===== config.mk =====
export PLATFORM = sky130hd
export DESIGN_NAME = div_unit
export DESIGN_NICKNAME = d
export VERILOG_FILES = /design/src/rtl/div_unit_pkg.sv /design/src/rtl/div_step.sv /design/src/rtl/div_unit.sv
export SDC_FILE = /design/constraint.sdc
export NUM_CORES = 1
export LEC_CHECK = 0
export CAP_MARGIN = 30
export CORE_MARGIN = 2
export CORE_UTILIZATION = 36
export DETAILED_ROUTE_END_ITERATION = 6
export MAX_ROUTING_LAYER = met4
export PLACE_DENSITY = 0.61
export SLEW_MARGIN = 20
export SYNTH_ARGS = -nofsm -noshare
export SYNTH_HDL_FRONTEND = slang
export SYNTH_SLANG_ARGS = --single-unit

===== constraint.sdc =====
create_clock -name i_clk -period 10.1 [get_ports i_clk]
set_input_delay 2.02 -clock i_clk [delete_from_list [all_inputs] [get_ports i_clk]]
set_output_delay 2.02 -clock i_clk [all_outputs]
set_load 0.005 [all_outputs]

===== src/rtl/div_unit_pkg.sv =====
// Shared constants for the iterative divider: operation encodings and FSM states.
package div_unit_pkg;

  // Operation encodings; bit 1 selects remainder, bit 0 selects unsigned.
  localparam logic [1:0] DIV_OP_DIV  = 2'd0;
  localparam logic [1:0] DIV_OP_DIVU = 2'd1;
  localparam logic [1:0] DIV_OP_REM  = 2'd2;
  localparam logic [1:0] DIV_OP_REMU = 2'd3;

  typedef enum logic [1:0] {
    IDLE = 2'd0,
    CALC = 2'd1,
    DONE = 2'd2
  } div_state_e;

endpackage


===== src/rtl/div_step.sv =====
// One radix-2 restoring iteration: shift the next dividend bit into the
// partial remainder, then subtract the divisor if it fits.
module div_step #(
  parameter int WIDTH = 32
) (
  input  logic [WIDTH:0]   rem,
  input  logic [WIDTH-1:0] quo,
  input  logic [WIDTH-1:0] divisor,
  output logic [WIDTH:0]   rem_next,
  output logic [WIDTH-1:0] quo_next
);

  logic [WIDTH:0]   shifted;
  logic [WIDTH:0]   div_ext;

  // Shift/compare/subtract for a single quotient bit.
  always_comb begin
    shifted  = {rem[WIDTH-1:0], quo[WIDTH-1]};
    div_ext  = {1'b0, divisor};
    quo_next = {quo[WIDTH-2:0], 1'b0};
    rem_next = shifted;
    if (shifted >= div_ext) begin
      rem_next    = shifted - div_ext;
      quo_next[0] = 1'b1;
    end
  end

endmodule


===== src/rtl/div_unit.sv =====
// Sequential 32-bit DIV/DIVU/REM/REMU unit, one quotient bit per cycle.
// Division runs on magnitudes; signs are reapplied when the result register
// is loaded. Divide-by-zero and signed overflow skip the iterations.
module div_unit
  import div_unit_pkg::*;
#(
  parameter int WIDTH = 32
) (
  input  logic             i_clk,
  input  logic             i_rst_n,
  input  logic             i_valid,
  output logic             o_ready,
  input  logic [1:0]       i_op,
  input  logic [WIDTH-1:0] i_a,
  input  logic [WIDTH-1:0] i_b,
  input  logic             i_kill,
  output logic             o_valid,
  input  logic             i_ready,
  output logic [WIDTH-1:0] o_result,
  output logic             o_busy
);

  localparam logic [WIDTH-1:0] MIN_INT   = {1'b1, {(WIDTH-1){1'b0}}};
  localparam logic [5:0]       LAST_ITER = 6'(WIDTH - 1);

  div_state_e       state_q, state_d;
  logic             accept, finish;
  logic             signed_op, is_rem, a_neg, b_neg, div_zero, ovf;
  logic [WIDTH-1:0] a_mag, b_mag, spec_res, final_res;

  logic [WIDTH:0]   rem_q, rem_next;
  logic [WIDTH-1:0] quo_q, quo_next, divisor_q, spec_res_q, result_q;
  logic             rem_sel_q, qneg_q, rneg_q, special_q;
  logic [5:0]       cnt_q;

  function automatic logic [WIDTH-1:0] cond_neg(input logic [WIDTH-1:0] v, input logic neg);
    return neg ? (~v + 1'b1) : v;
  endfunction

  div_step #(.WIDTH(WIDTH)) u_step (
    .rem      (rem_q),
    .quo      (quo_q),
    .divisor  (divisor_q),
    .rem_next (rem_next),
    .quo_next (quo_next)
  );

  // Operand decode at accept: magnitudes, signs and special-case result.
  always_comb begin
    signed_op = (i_op == DIV_OP_DIV) || (i_op == DIV_OP_REM);
    is_rem    = (i_op == DIV_OP_REM) || (i_op == DIV_OP_REMU);
    a_neg     = signed_op && i_a[WIDTH-1];
    b_neg     = signed_op && i_b[WIDTH-1];
    a_mag     = cond_neg(i_a, a_neg);
    b_mag     = cond_neg(i_b, b_neg);
    div_zero  = (i_b == '0);
    ovf       = signed_op && (i_a == MIN_INT) && (i_b == '1);
    spec_res  = '0;
    if (div_zero)
      spec_res = is_rem ? i_a : '1;
    else if (ovf)
      spec_res = is_rem ? '0 : MIN_INT;
  end

  // Result selection with sign restoration for the final iteration.
  always_comb begin
    final_res = rem_sel_q ? cond_neg(rem_next[WIDTH-1:0], rneg_q)
                          : cond_neg(quo_next, qneg_q);
    if (special_q)
      final_res = spec_res_q;
  end

  // Next-state and handshake outputs; kill overrides every transition.
  always_comb begin
    state_d = state_q;
    o_ready = 1'b0;
    o_valid = 1'b0;
    o_busy  = 1'b0;
    accept  = 1'b0;
    finish  = 1'b0;
    case (state_q)
      IDLE: begin
        o_ready = 1'b1;
        accept  = i_valid && !i_kill;
        if (accept) state_d = CALC;
      end
      CALC: begin
        o_busy = 1'b1;
        finish = special_q || (cnt_q == LAST_ITER);
        if (finish) state_d = DONE;
      end
      DONE: begin
        o_busy  = 1'b1;
        o_valid = 1'b1;
        if (i_ready) state_d = IDLE;
      end
      default: state_d = IDLE;
    endcase
    if (i_kill) state_d = IDLE;
  end

  // State register.
  always_ff @(posedge i_clk or negedge i_rst_n) begin
    if (!i_rst_n) state_q <= IDLE;
    else          state_q <= state_d;
  end

  // Datapath: latch operands at accept, iterate in CALC, load result at finish.
  always_ff @(posedge i_clk or negedge i_rst_n) begin
    if (!i_rst_n) begin
      rem_q      <= '0;
      quo_q      <= '0;
      divisor_q  <= '0;
      spec_res_q <= '0;
      result_q   <= '0;
      rem_sel_q  <= 1'b0;
      qneg_q     <= 1'b0;
      rneg_q     <= 1'b0;
      special_q  <= 1'b0;
      cnt_q      <= '0;
    end else if (accept) begin
      rem_q      <= '0;
      quo_q      <= a_mag;
      divisor_q  <= b_mag;
      spec_res_q <= spec_res;
      rem_sel_q  <= is_rem;
      qneg_q     <= a_neg ^ b_neg;
      rneg_q     <= a_neg;
      special_q  <= div_zero || ovf;
      cnt_q      <= '0;
    end else if (state_q == CALC) begin
      rem_q <= rem_next;
      quo_q <= quo_next;
      cnt_q <= cnt_q + 6'd1;
      if (finish) result_q <= final_res;
    end
  end

  assign o_result = result_q;

endmodule


### Yosys cells after proc, flatten, opt, wreduce, memory -nomap -nowiden

Index checks and enable logic that the tools add are counted.

* register bits: 172
* input bits: 71
* output and inout port bits: 35
* logic and storage cells: 79

* $add $sub $neg: 6
* order comparisons: 1
* equality and inequality tests: 10
* multiplexer cells: 28
* bitwise gates (word level): 6
* reduce and logical (&&, ||, !) cells: 17

Operators by type and width (count)
* 32-bit 2-to-1 mux: 15
* 32-bit by 1-bit adder with 32-bit output (second input constant): 4
* 32-bit NOT: 4
* 32-bit equality test (second input constant): 2
* 33-bit by 32-bit greater-or-equal comparator with 1-bit output: 1
* 32-bit logical NOT: 1
* 32-bit subtractor: 1
* 6-bit 2-to-1 mux: 2
* 3-bit != test (second input constant): 3
* 2-bit 2-to-1 mux: 4
* 6-bit by 1-bit adder with 6-bit output (second input constant): 1
* 2-bit equality test (second input constant): 3
* 6-bit by 5-bit equality test with 1-bit output (second input constant): 1
* 1-bit 2-to-1 mux: 6
* 2-bit case mux with 3 select lines: 1
* 3-bit AND reduction: 2
* 1-bit logical AND: 5
* 2-bit logical NOT: 2
* 1-bit logical OR: 4
* 2-bit by 1-bit equality test with 1-bit output (second input constant): 1
* 2-bit nonzero test: 1
* 2-bit OR reduction: 1
* 1-bit logical NOT: 1
* 1-bit NOT: 1
* 1-bit XOR: 1

### Depth between registers and ports, before layout

Gate-level depths: netlist of the first run.

* depth in word-level cells: 7
* depth in mapped cells: 25
* depth with buffers taken out: 20

### Hierarchy

From an unflattened synthesis of the first run, not the netlist that was laid out.

* cells, all modules: 1543
* area, all modules: 13151.4 um^2

By module, submodules not included
* div_unit: times used 1, cells each 1175, area an instance 10387.5 um^2
* div_step: times used 1, cells each 368, area an instance 2763.9 um^2

### Worst setup path before layout of the first run

Ideal clock, no wire load.

* path kind: reg-to-reg
* from: register rem_q[29]
* to: register result_q[28] (netlist: o_result[28])
* setup time: 0.141 ns
* data arrival time: 4.902 ns
* path slack: 5.057 ns
* cell stages (with the launch flop): 22
* period minus slack after synthesis: 5.043 ns
* cells stage by stage: dfrtp_1 > ha_1 > a21o_1 > a211o_1 > a2111oi_0 > a21o_1 > o21ai_1 > inv_2 > buf_1 > buf_1 > buf_1 > ha_1 > nand2b_1 > or2_2 > clkbuf_1 > or3_1 > o311ai_0 > o41ai_1 > a31oi_1 > o211ai_1 > o21ai_0 > a31oi_1

* longest elaborated chain between the ends: 7
* elaborated cells on any way between the ends: 11
* classes of those cells: 2 x add/sub; 1 x order compare; 6 x mux; 2 x bitwise

RTL lines
* start, declared: RTL line div_unit.sv:31 `logic [WIDTH:0] rem_q, rem_next;`
* start signal, assigned: RTL line div_unit.sv:132 `rem_q <= rem_next;`
* 33-bit by 32-bit greater-or-equal comparator with 1-bit output (*): RTL line div_step.sv:22 `if (shifted >= div_ext) begin`
* 1-bit 2-to-1 mux or 32-bit 2-to-1 mux (tied branches): RTL line div_step.sv:22
* 32-bit NOT: RTL line div_unit.sv:37 `return neg ? (~v + 1'b1) : v;`
* 32-bit by 1-bit adder with 32-bit output: RTL line div_unit.sv:37
* 32-bit 2-to-1 mux: RTL line div_unit.sv:37
* 32-bit 2-to-1 mux (*): RTL line div_unit.sv:67 `final_res = rem_sel_q ? cond_neg(rem_next[WIDTH-1:0], rneg_q)`
* 32-bit 2-to-1 mux (*): RTL line div_unit.sv:69 `if (special_q)`
* end signal, assigned: RTL line div_unit.sv:135 `if (finish) result_q <= final_res;`
* end, declared: RTL line div_unit.sv:32 `logic [WIDTH-1:0] quo_q, quo_next, divisor_q, spec_res_q, result_q;`

Mark *: on every way between the ends. The rest lies on a longest branch, timed or not.
A chain may end at the register's enable or synchronous reset.

### Worst setup path in the final report of the first run

* from: register rem_q[13]
* to: register result_q[20] (netlist: o_result[20])

* longest elaborated chain between the ends: 7
* elaborated cells on any way between the ends: 12
* classes of those cells: 3 x add/sub; 1 x order compare; 6 x mux; 2 x bitwise

RTL lines (RTL line)
* 32-bit subtractor or 33-bit by 32-bit greater-or-equal comparator with 1-bit output (tied branches): div_step.sv:23, div_step.sv:22
* 32-bit 2-to-1 mux or 1-bit 2-to-1 mux (tied branches): div_step.sv:22
* 32-bit NOT: div_unit.sv:37
* 32-bit by 1-bit adder with 32-bit output: div_unit.sv:37
* 32-bit 2-to-1 mux: div_unit.sv:37
* 32-bit 2-to-1 mux (*): div_unit.sv:67
* 32-bit 2-to-1 mux (*): div_unit.sv:69

Marked as above.

==> summary.txt, run 1 <==
Run status
  • Status: finished, final reports clean

Global routing
  • GR Overflow Total: 0
  • First-pass GRT wire length: 68.8 mm
  • Initial antenna violation count: 1
  • Total track usage: 23.8%
  • Largest net degree at the start of global routing: 109
  • Vias in the first global route: 11700

Place
  • Placed cell area: 14500 µm²
  • DP Cell Count: 2144
  • Dpl ws: 4.51 ns
  • Number of buffer cells added on primary ports: 105
  • Placer Congestion: 0.933
  • DP HPWL: 33.3 mm

Worst setup path
  • Reg2reg path depth: 19
  • Worst r2r dst: o_result[20]$_DFFE_PN0P_
  • Setup crit end kind: flop
  • Cell mode on critical path: o21ai_0
  • Buf/Inv on CP: 2
  • Slowest stage cell on the critical path: o21ai_4
  • Worst EP required: 10.43 ns
  • CP Class: flop to flop
  • Crit-path leading delay family: compound AO/OA/AOI/OAI gates
  • Worst path max stage delay: 0.60 ns
  • Crit-path max FO: 28
  • R2r setup slk: 4.38 ns
  • Worst Path Arrival: 6.05 ns
  • Worst reg2reg startpoint: rem_q[13]$_DFFE_PN0P_
  • Crit path launch type: flop
  • Cell Chain, Critical Path: ha_1 > a21oi_1 > o21ai_0 > o21a_1 > nand3_1 > o21ai_4 > buf_4 > inv_2 > mux2i_1 > ha_1 > nand2_1 > or2_2 > a211oi_1 > a31o_2 > nand3b_1 > o21ai_0 > xor2_1 > a221oi_1 > o21ai_0

Hold path
  • Hold Path Depth: 2
  • Worst Hold Class: flop to flop
  • Min-delay src: spec_res_q[31]$_DFFE_PN0P_
  • Hold Path End: spec_res_q[31]$_DFFE_PN0P_

Floorplan
  • Die area: 38000 µm²
  • Core Box Area: 35700 µm²
  • # IOs: 106
  • Die Ht: 195 µm
  • Starting density of the core: 36.7%
  • Row cnt: 69
  • DIE WIDTH: 195 µm

Logic synthesis
  • Yosys reg bits: 172
  • Ys Warns: 0
  • Mapped Cells: 1669
  • Synthesized Nets: 1782
  • Post-synth ARST share: 100%
  • Top FF cell, synth: dfrtp_1
  • Number of flops mapped to enable cells by yosys: 0
  • Sequential area share after synthesis: 32.8%
  • Synthesized area: 13100 µm²
  • Largest area contributor in the netlist: dfrtp_1
  • Yosys top cell area share: 32.8%
  • Synth Area per Inst: 7.87 µm²
  • Top cells by area, synth: dfrtp_1, o21ai_0, nand2_1
  • Yosys cell types: 66

Timing
  • RSZ-0062 raised after global routing: no
  • Fin crit share: 56.6%
  • Clk_skew: 0.0180 ns
  • Min setup slack post-route: 4.38 ns
  • Minimum clock period: 5.72 ns
  • Endpoints failing hold: 0
  • Worst Tran Pin Value: 0.900 ns
  • Fin. max-slew vios: 0
  • Achievable Freq: 0.175 GHz
  • Setup tns final: 0 ns
  • Max-slew headroom: 39.5%
  • Final setup fails: 0

Power
  • Max VDD drop: 0.000225 V
  • Leak: 6.08 nW
  • Pwr Density: 389 nW/µm²

Finish
  • Most common cell after layout, fill and taps aside: o21ai_0
  • P&R area growth vs syn: 15.4%
  • Fin cells: 2180
  • Share of cells above drive strength 1: 4.48%
  • NumNets Final: 1818
  • Fillcell total: 3720
  • Most frequent cells in the layout: o21ai_0, nand2_1, dfrtp_1, nor2_1, a21oi_1
  • Finished Cell Area: 15200 µm²

CTS
  • Sink Count: 172
  • Num CTS Buffers: 17
  • CTS H-tree lvls: 4
  • CTS Hold Buffers Added: 0
  • CTS resizes: 0
  • CTS tree: yes
  • Clock buffer depth: 2
  • Postcts setup bufs: 0
  • Worst skew pair latency: 0.47 ns
  • Root buf cell: clkbuf_16
  • CTS clk-pin slew, worst paths: 0.08 ns

Drt
  • DRT antenna net count: 0
  • Via count: 12600
  • DRT iter0 DRCs: 1119
  • First-pass DRT Iterations: 5
  • Drt wl/cell: 20.1 µm
  • DRT Wirelength: 43.9 mm
  • Via-to-Cell Ratio: 5.76
  • DRC: 0

Job
  • MaxCap Viol Count: 0
[power breakdown]
| group | internal [mW] | switching (mW) |
|---|---|---|
| Sequential | 0.902 | 0.241 |
| Combinational | 1.48 | 2.59 |
| Clock | 0.352 | 0.337 |
[worst max-delay path by stage]
| stage | startpoint | end | slack [ns] | cells past startpoint |
|---|---|---|---|---|
| after floorplan | rem_q[29]$_DFFE_PN0P_ | o_result[28]$_DFFE_PN0P_ | 5.06 | 21 |
| after global placement | i_b[2] | spec_res_q[16]$_DFFE_PN0P_ | 4.46 | 9 |
| after detailed placement | rem_q[15]$_DFFE_PN0P_ | o_result[28]$_DFFE_PN0P_ | 4.51 | 19 |
| after CTS | rem_q[15]$_DFFE_PN0P_ | o_result[28]$_DFFE_PN0P_ | 4.49 | 19 |
| after global routing | rem_q[13]$_DFFE_PN0P_ | o_result[20]$_DFFE_PN0P_ | 3.87 | 19 |
| final | rem_q[13]$_DFFE_PN0P_ | o_result[20]$_DFFE_PN0P_ | 4.38 | 19 |
[cell families after synthesis]
| group | share of synthesized area (%) |
|---|---|
| simple gates | 20.5 |
| compound gates | 24.2 |
| flops | 32.8 |
| buf+inv | 4.90 |
| xor+xnor | 9.20 |
| mux | 4.38 |
| fa+ha+maj | 4.06 |
[tightest hold or removal path, delay by kind of cell, from the launching register on]
kind | cells | cell delay [ns]
AND/OR/NAND/NOR | 1 | 0.05
AO/OA/AOI/OAI | 1 | 0.05
flip-flops | 1 | 0.35
[routing by layer]
metal / global-route usage, % / up-vias / wire, µm
met1: 34.6 / 6067 / 21500
met2: 35.2 / 380 / 19400
met3: 2.90 / 37 / 2370
met4: 5.51 / 0 / 592
met5: - / - / 0
li1: - / 6079 / -
[sequential cells by signal (all words and copies together), names as in the netlist]
name	count
divisor_q	32
o_result	32
quo_q	32
rem_q	32
spec_res_q	32
cnt_q	6
state_q	2
qneg_q	1
rem_sel_q	1
rneg_q	1
special_q	1
[synth_stat cells, types with 6 or more instances]
cell type,number
o31ai_1,30
inv_1,59
o22ai_1,6
nand4_1,17
ha_1,41
nor3_1,33
and4_1,8
mux2i_1,53
buf_2,10
a211o_1,7
o41ai_1,7
o211ai_1,13
buf_1,10
or4_1,11
a211oi_1,45
or2_2,12
and3_1,18
a21oi_1,108
o21ai_1,6
nand2b_1,14
a31oi_1,22
nor4_1,13
o31a_1,6
nand3_1,18
nand3b_1,6
xnor2_1,77
and2_1,14
nand2_1,200
dfrtp_1,172
xor2_1,61
a311oi_1,7
a21o_1,7
or3_1,30
nor2b_1,9
nor2_1,155
o21ai_0,212
clkbuf_1,87
[area by class of cell]
| type | instances | area, µm² | share of cell area (%) |
|---|---|---|---|
| Antenna cell | 1 | 2.50 | 0.0165 |
| Multi-Input combinational cell | 1329 | 8220 | 54.2 |
| Sequential cell | 172 | 4300 | 28.4 |
| Clock inverter | 15 | 176 | 1.16 |
| Timing Repair Buffer | 124 | 1230 | 8.09 |
| Clock buffer | 17 | 425 | 2.81 |
| Tap cell | 461 | 577 | 3.80 |
| Inverter | 61 | 229 | 1.51 |
[metrics by stage]
stage	utilization, %	power (mW)	hold slack (ns)
detailed placement	40.6	5.16	0.462
floorplan	-	4.01	0.441
global placement	40.6	5.12	0.456
CTS	42.3	5.86	0.480
global route	42.4	6.37	0.501
finish	42.4	5.90	0.480
Power figures use the tool's default switching activity.
==> inputs of run 2 (changes only) <==
==> constraint.sdc (replaced) <==
create_clock -name i_clk -period 5.91 [get_ports i_clk]
set_input_delay 1.182 -clock i_clk [delete_from_list [all_inputs] [get_ports i_clk]]
set_output_delay 1.182 -clock i_clk [all_outputs]
set_load 0.005 [all_outputs]
==> run 2 against run 1 <==
Total power up 73%. Hold slack worse by 0.0016 ns. Sequential power up 75%. Cell count down 0.23%. Fmax up 6.2%. Count of clock-buffer cells in the layout unchanged. Clock power up 71%. Die area unchanged. Sequential share of layout area up 0.068 points.
==> summary.txt, run 2 (same netlist as run 1, synthesis figures left out) <==
Run status
  • Status: finished, final reports clean

Timing
  • Clk_skew: 0.0151 ns (-0.00298 ns)
  • Fin crit share: 91.1% (+34 points)
  • Achievable Freq: 0.186 GHz (+6.2%)
  • Fin. max-slew vios: 0 (unchanged)
  • Setup tns final: 0 ns (unchanged)
  • Worst Tran Pin Value: 0.992 ns (+0.0924 ns)
  • Endpoints failing hold: 0 (unchanged)
  • Final setup fails: 0 (unchanged)
  • RSZ-0062 raised after global routing: no
  • Max-slew headroom: 33.9% (-5.6 points)
  • Minimum clock period: 5.38 ns (-0.334 ns)

Finish
  • Most frequent cells in the layout: o21ai_0, nand2_1, dfrtp_1, nor2_1, a21oi_1
  • Most common cell after layout, fill and taps aside: o21ai_0
  • Fin cells: 2175 (-0.23%)
  • Share of cells above drive strength 1: 4.32% (-0.16 points)
  • Post-layout util: 42.3% (-0.10 points)
  • Ant diodes: 0 (-1)
  • P&R area growth vs syn: 15.2%
  • Fillcell total: 3652 (-1.8%)
  • NumNets Final: 1814 (-0.22%)

Global routing
  • Total track usage: 24.3% (+0.54 points)
  • GR Overflow Total: 0 (unchanged)
  • Vias in the first global route: 11900 (+2.0%)
  • Initial antenna violation count: 0 (-1)
  • Largest net degree at the start of global routing: 102 (-6.4%)
  • First-pass GRT wire length: 70.5 mm (+2.3%)

Worst setup path
  • Setup crit end: o_result[22]$_DFFE_PN0P_
  • Crit-path max FO: 10 (-64%)
  • Worst Path Arrival: 5.72 ns (-0.33 ns)
  • Setup crit end kind: flop
  • R2r setup slk: 0.53 ns (-3.86 ns)
  • Crit path from: rem_q[21]$_DFFE_PN0P_
  • CP Class: flop to flop
  • Worst EP required: 6.25 ns (-4.18 ns)
  • Worst r2r dst: o_result[22]$_DFFE_PN0P_
  • Crit path launch type: flop
  • Worst reg2reg startpoint: rem_q[21]$_DFFE_PN0P_
  • Reg2reg path depth: 18 (-1)

CTS
  • CTS tree: yes
  • CTS H-tree lvls: 4 (unchanged)
  • Clock buffer depth: 2 (unchanged)
  • Sink Count: 172 (unchanged)
  • Num CTS Buffers: 17 (unchanged)
  • Root buf cell: clkbuf_16
  • CTS clk-pin slew, worst paths: 0.08 ns (about the same)
  • CTS resizes: 0 (unchanged)
  • Postcts setup bufs: 0 (unchanged)
  • CTS Hold Buffers Added: 0 (unchanged)
  • Worst skew pair latency: 0.46 ns (about the same)

Drt
  • Via count: 12600 (-0.040%)
  • First-pass DRT Iterations: 5 (unchanged)
  • DRT Wirelength: 44.9 mm (+2.2%)
  • DRC: 0 (unchanged)
  • Via-to-Cell Ratio: 5.77 (+0.19%)
  • Drt wl/cell: 20.6 µm (+2.4%)
  • DRT antenna net count: 0 (unchanged)
  • DRT iter0 DRCs: 1276 (+14%)

Floorplan
  • Row cnt: 69 (unchanged)
  • Starting density of the core: 36.7% (unchanged)
  • Die area: 38000 µm² (unchanged)
  • Core Box Area: 35700 µm² (unchanged)
  • Die Ht: 195 µm (unchanged)
  • DIE WIDTH: 195 µm (unchanged)
  • # IOs: 106 (unchanged)

Power
  • Leak: 6.06 nW (-0.47%)
  • Max VDD drop: 0.000404 V (+80%)
  • Pwr Density: 675 nW/µm² (+73%)

Place
  • DP HPWL: 33.9 mm (+1.8%)
  • Placer Congestion: 0.922 (-1.1%)
  • Number of buffer cells added on primary ports: 105 (unchanged)
  • DP Cell Count: 2143 (-0.047%)

Hold path
  • Worst Hold Class: flop to flop

Job
  • MaxCap Viol Count: 0 (unchanged)
run 2: worst min-delay path by stage:
stage                                     startpoint                          to  depth (start not counted)
after floorplan           spec_res_q[31]$_DFFE_PN0P_  spec_res_q[31]$_DFFE_PN0P_                          2
final                     spec_res_q[15]$_DFFE_PN0P_  spec_res_q[15]$_DFFE_PN0P_                          2
after global routing         o_result[0]$_DFFE_PN0P_     o_result[0]$_DFFE_PN0P_                          2
after global placement    spec_res_q[17]$_DFFE_PN0P_  spec_res_q[17]$_DFFE_PN0P_                          2
after detailed placement  spec_res_q[30]$_DFFE_PN0P_  spec_res_q[30]$_DFFE_PN0P_                          2
after CTS                 spec_res_q[30]$_DFFE_PN0P_  spec_res_q[30]$_DFFE_PN0P_                          2
run 2: where the power goes:
part | leakage (nW) | internal [mW] | total [mW] | switching (mW)
combinational | 3.58 | 2.53 | 7.03 | 4.51
clock | 0.294 | 0.572 | 1.18 | 0.604
sequential | 2.18 | 1.54 | 1.99 | 0.454
total | 6.06 | 4.64 | 10.2 | 5.56
run 2: metal layers:
layer  global-route usage, %  part of all wire [%]
met5                       -                     0
met4                    5.85                   1.8
met3                    2.59                   5.5
met2                    36.7                    44
met1                    35.0                    48
run 2: through the flow:
stage | setup slack [ns] | hold slack, ns | power [mW] | area, µm²
2_1_floorplan | 0.867 | 0.441 | 6.85 | 13100
3_3_place_gp | 0.819 | 0.454 | 8.86 | 14500
3_5_place_dp | 0.723 | 0.463 | 8.91 | 14500
4_1_cts | 0.708 | 0.480 | 10.1 | 15100
5_1_grt | 0.267 | 0.500 | 11.0 | 15100
6_report | 0.527 | 0.479 | 10.2 | 15100
run 2: area by class of cell:
cell class,instances,area [µm²],area share (%)
clock inverters,15,183,1.21
flip-flops and latches,172,4300,28.5
inverters,61,229,1.51
clock buffers,17,425,2.81
repair buffers,120,1190,7.85
multi-input cells,1329,8220,54.4
well taps,461,577,3.81
run 2: critical path, stage by stage (launching register included):
cell       delay, ns
dfrtp_1         0.43
ha_1            0.37
a21oi_1         0.22
o21ai_0         0.21
a2111oi_0       0.80
a21o_1          0.29
o21ai_4         0.15
inv_2           0.17
mux2i_1         0.32
ha_1            0.27
nand2_1         0.08
or2_2           0.28
a211oi_1        0.54
a31o_2          0.28
and4b_1         0.29
a21oi_1         0.11
xor2_1          0.18
a21oi_1         0.18
o22ai_1         0.09
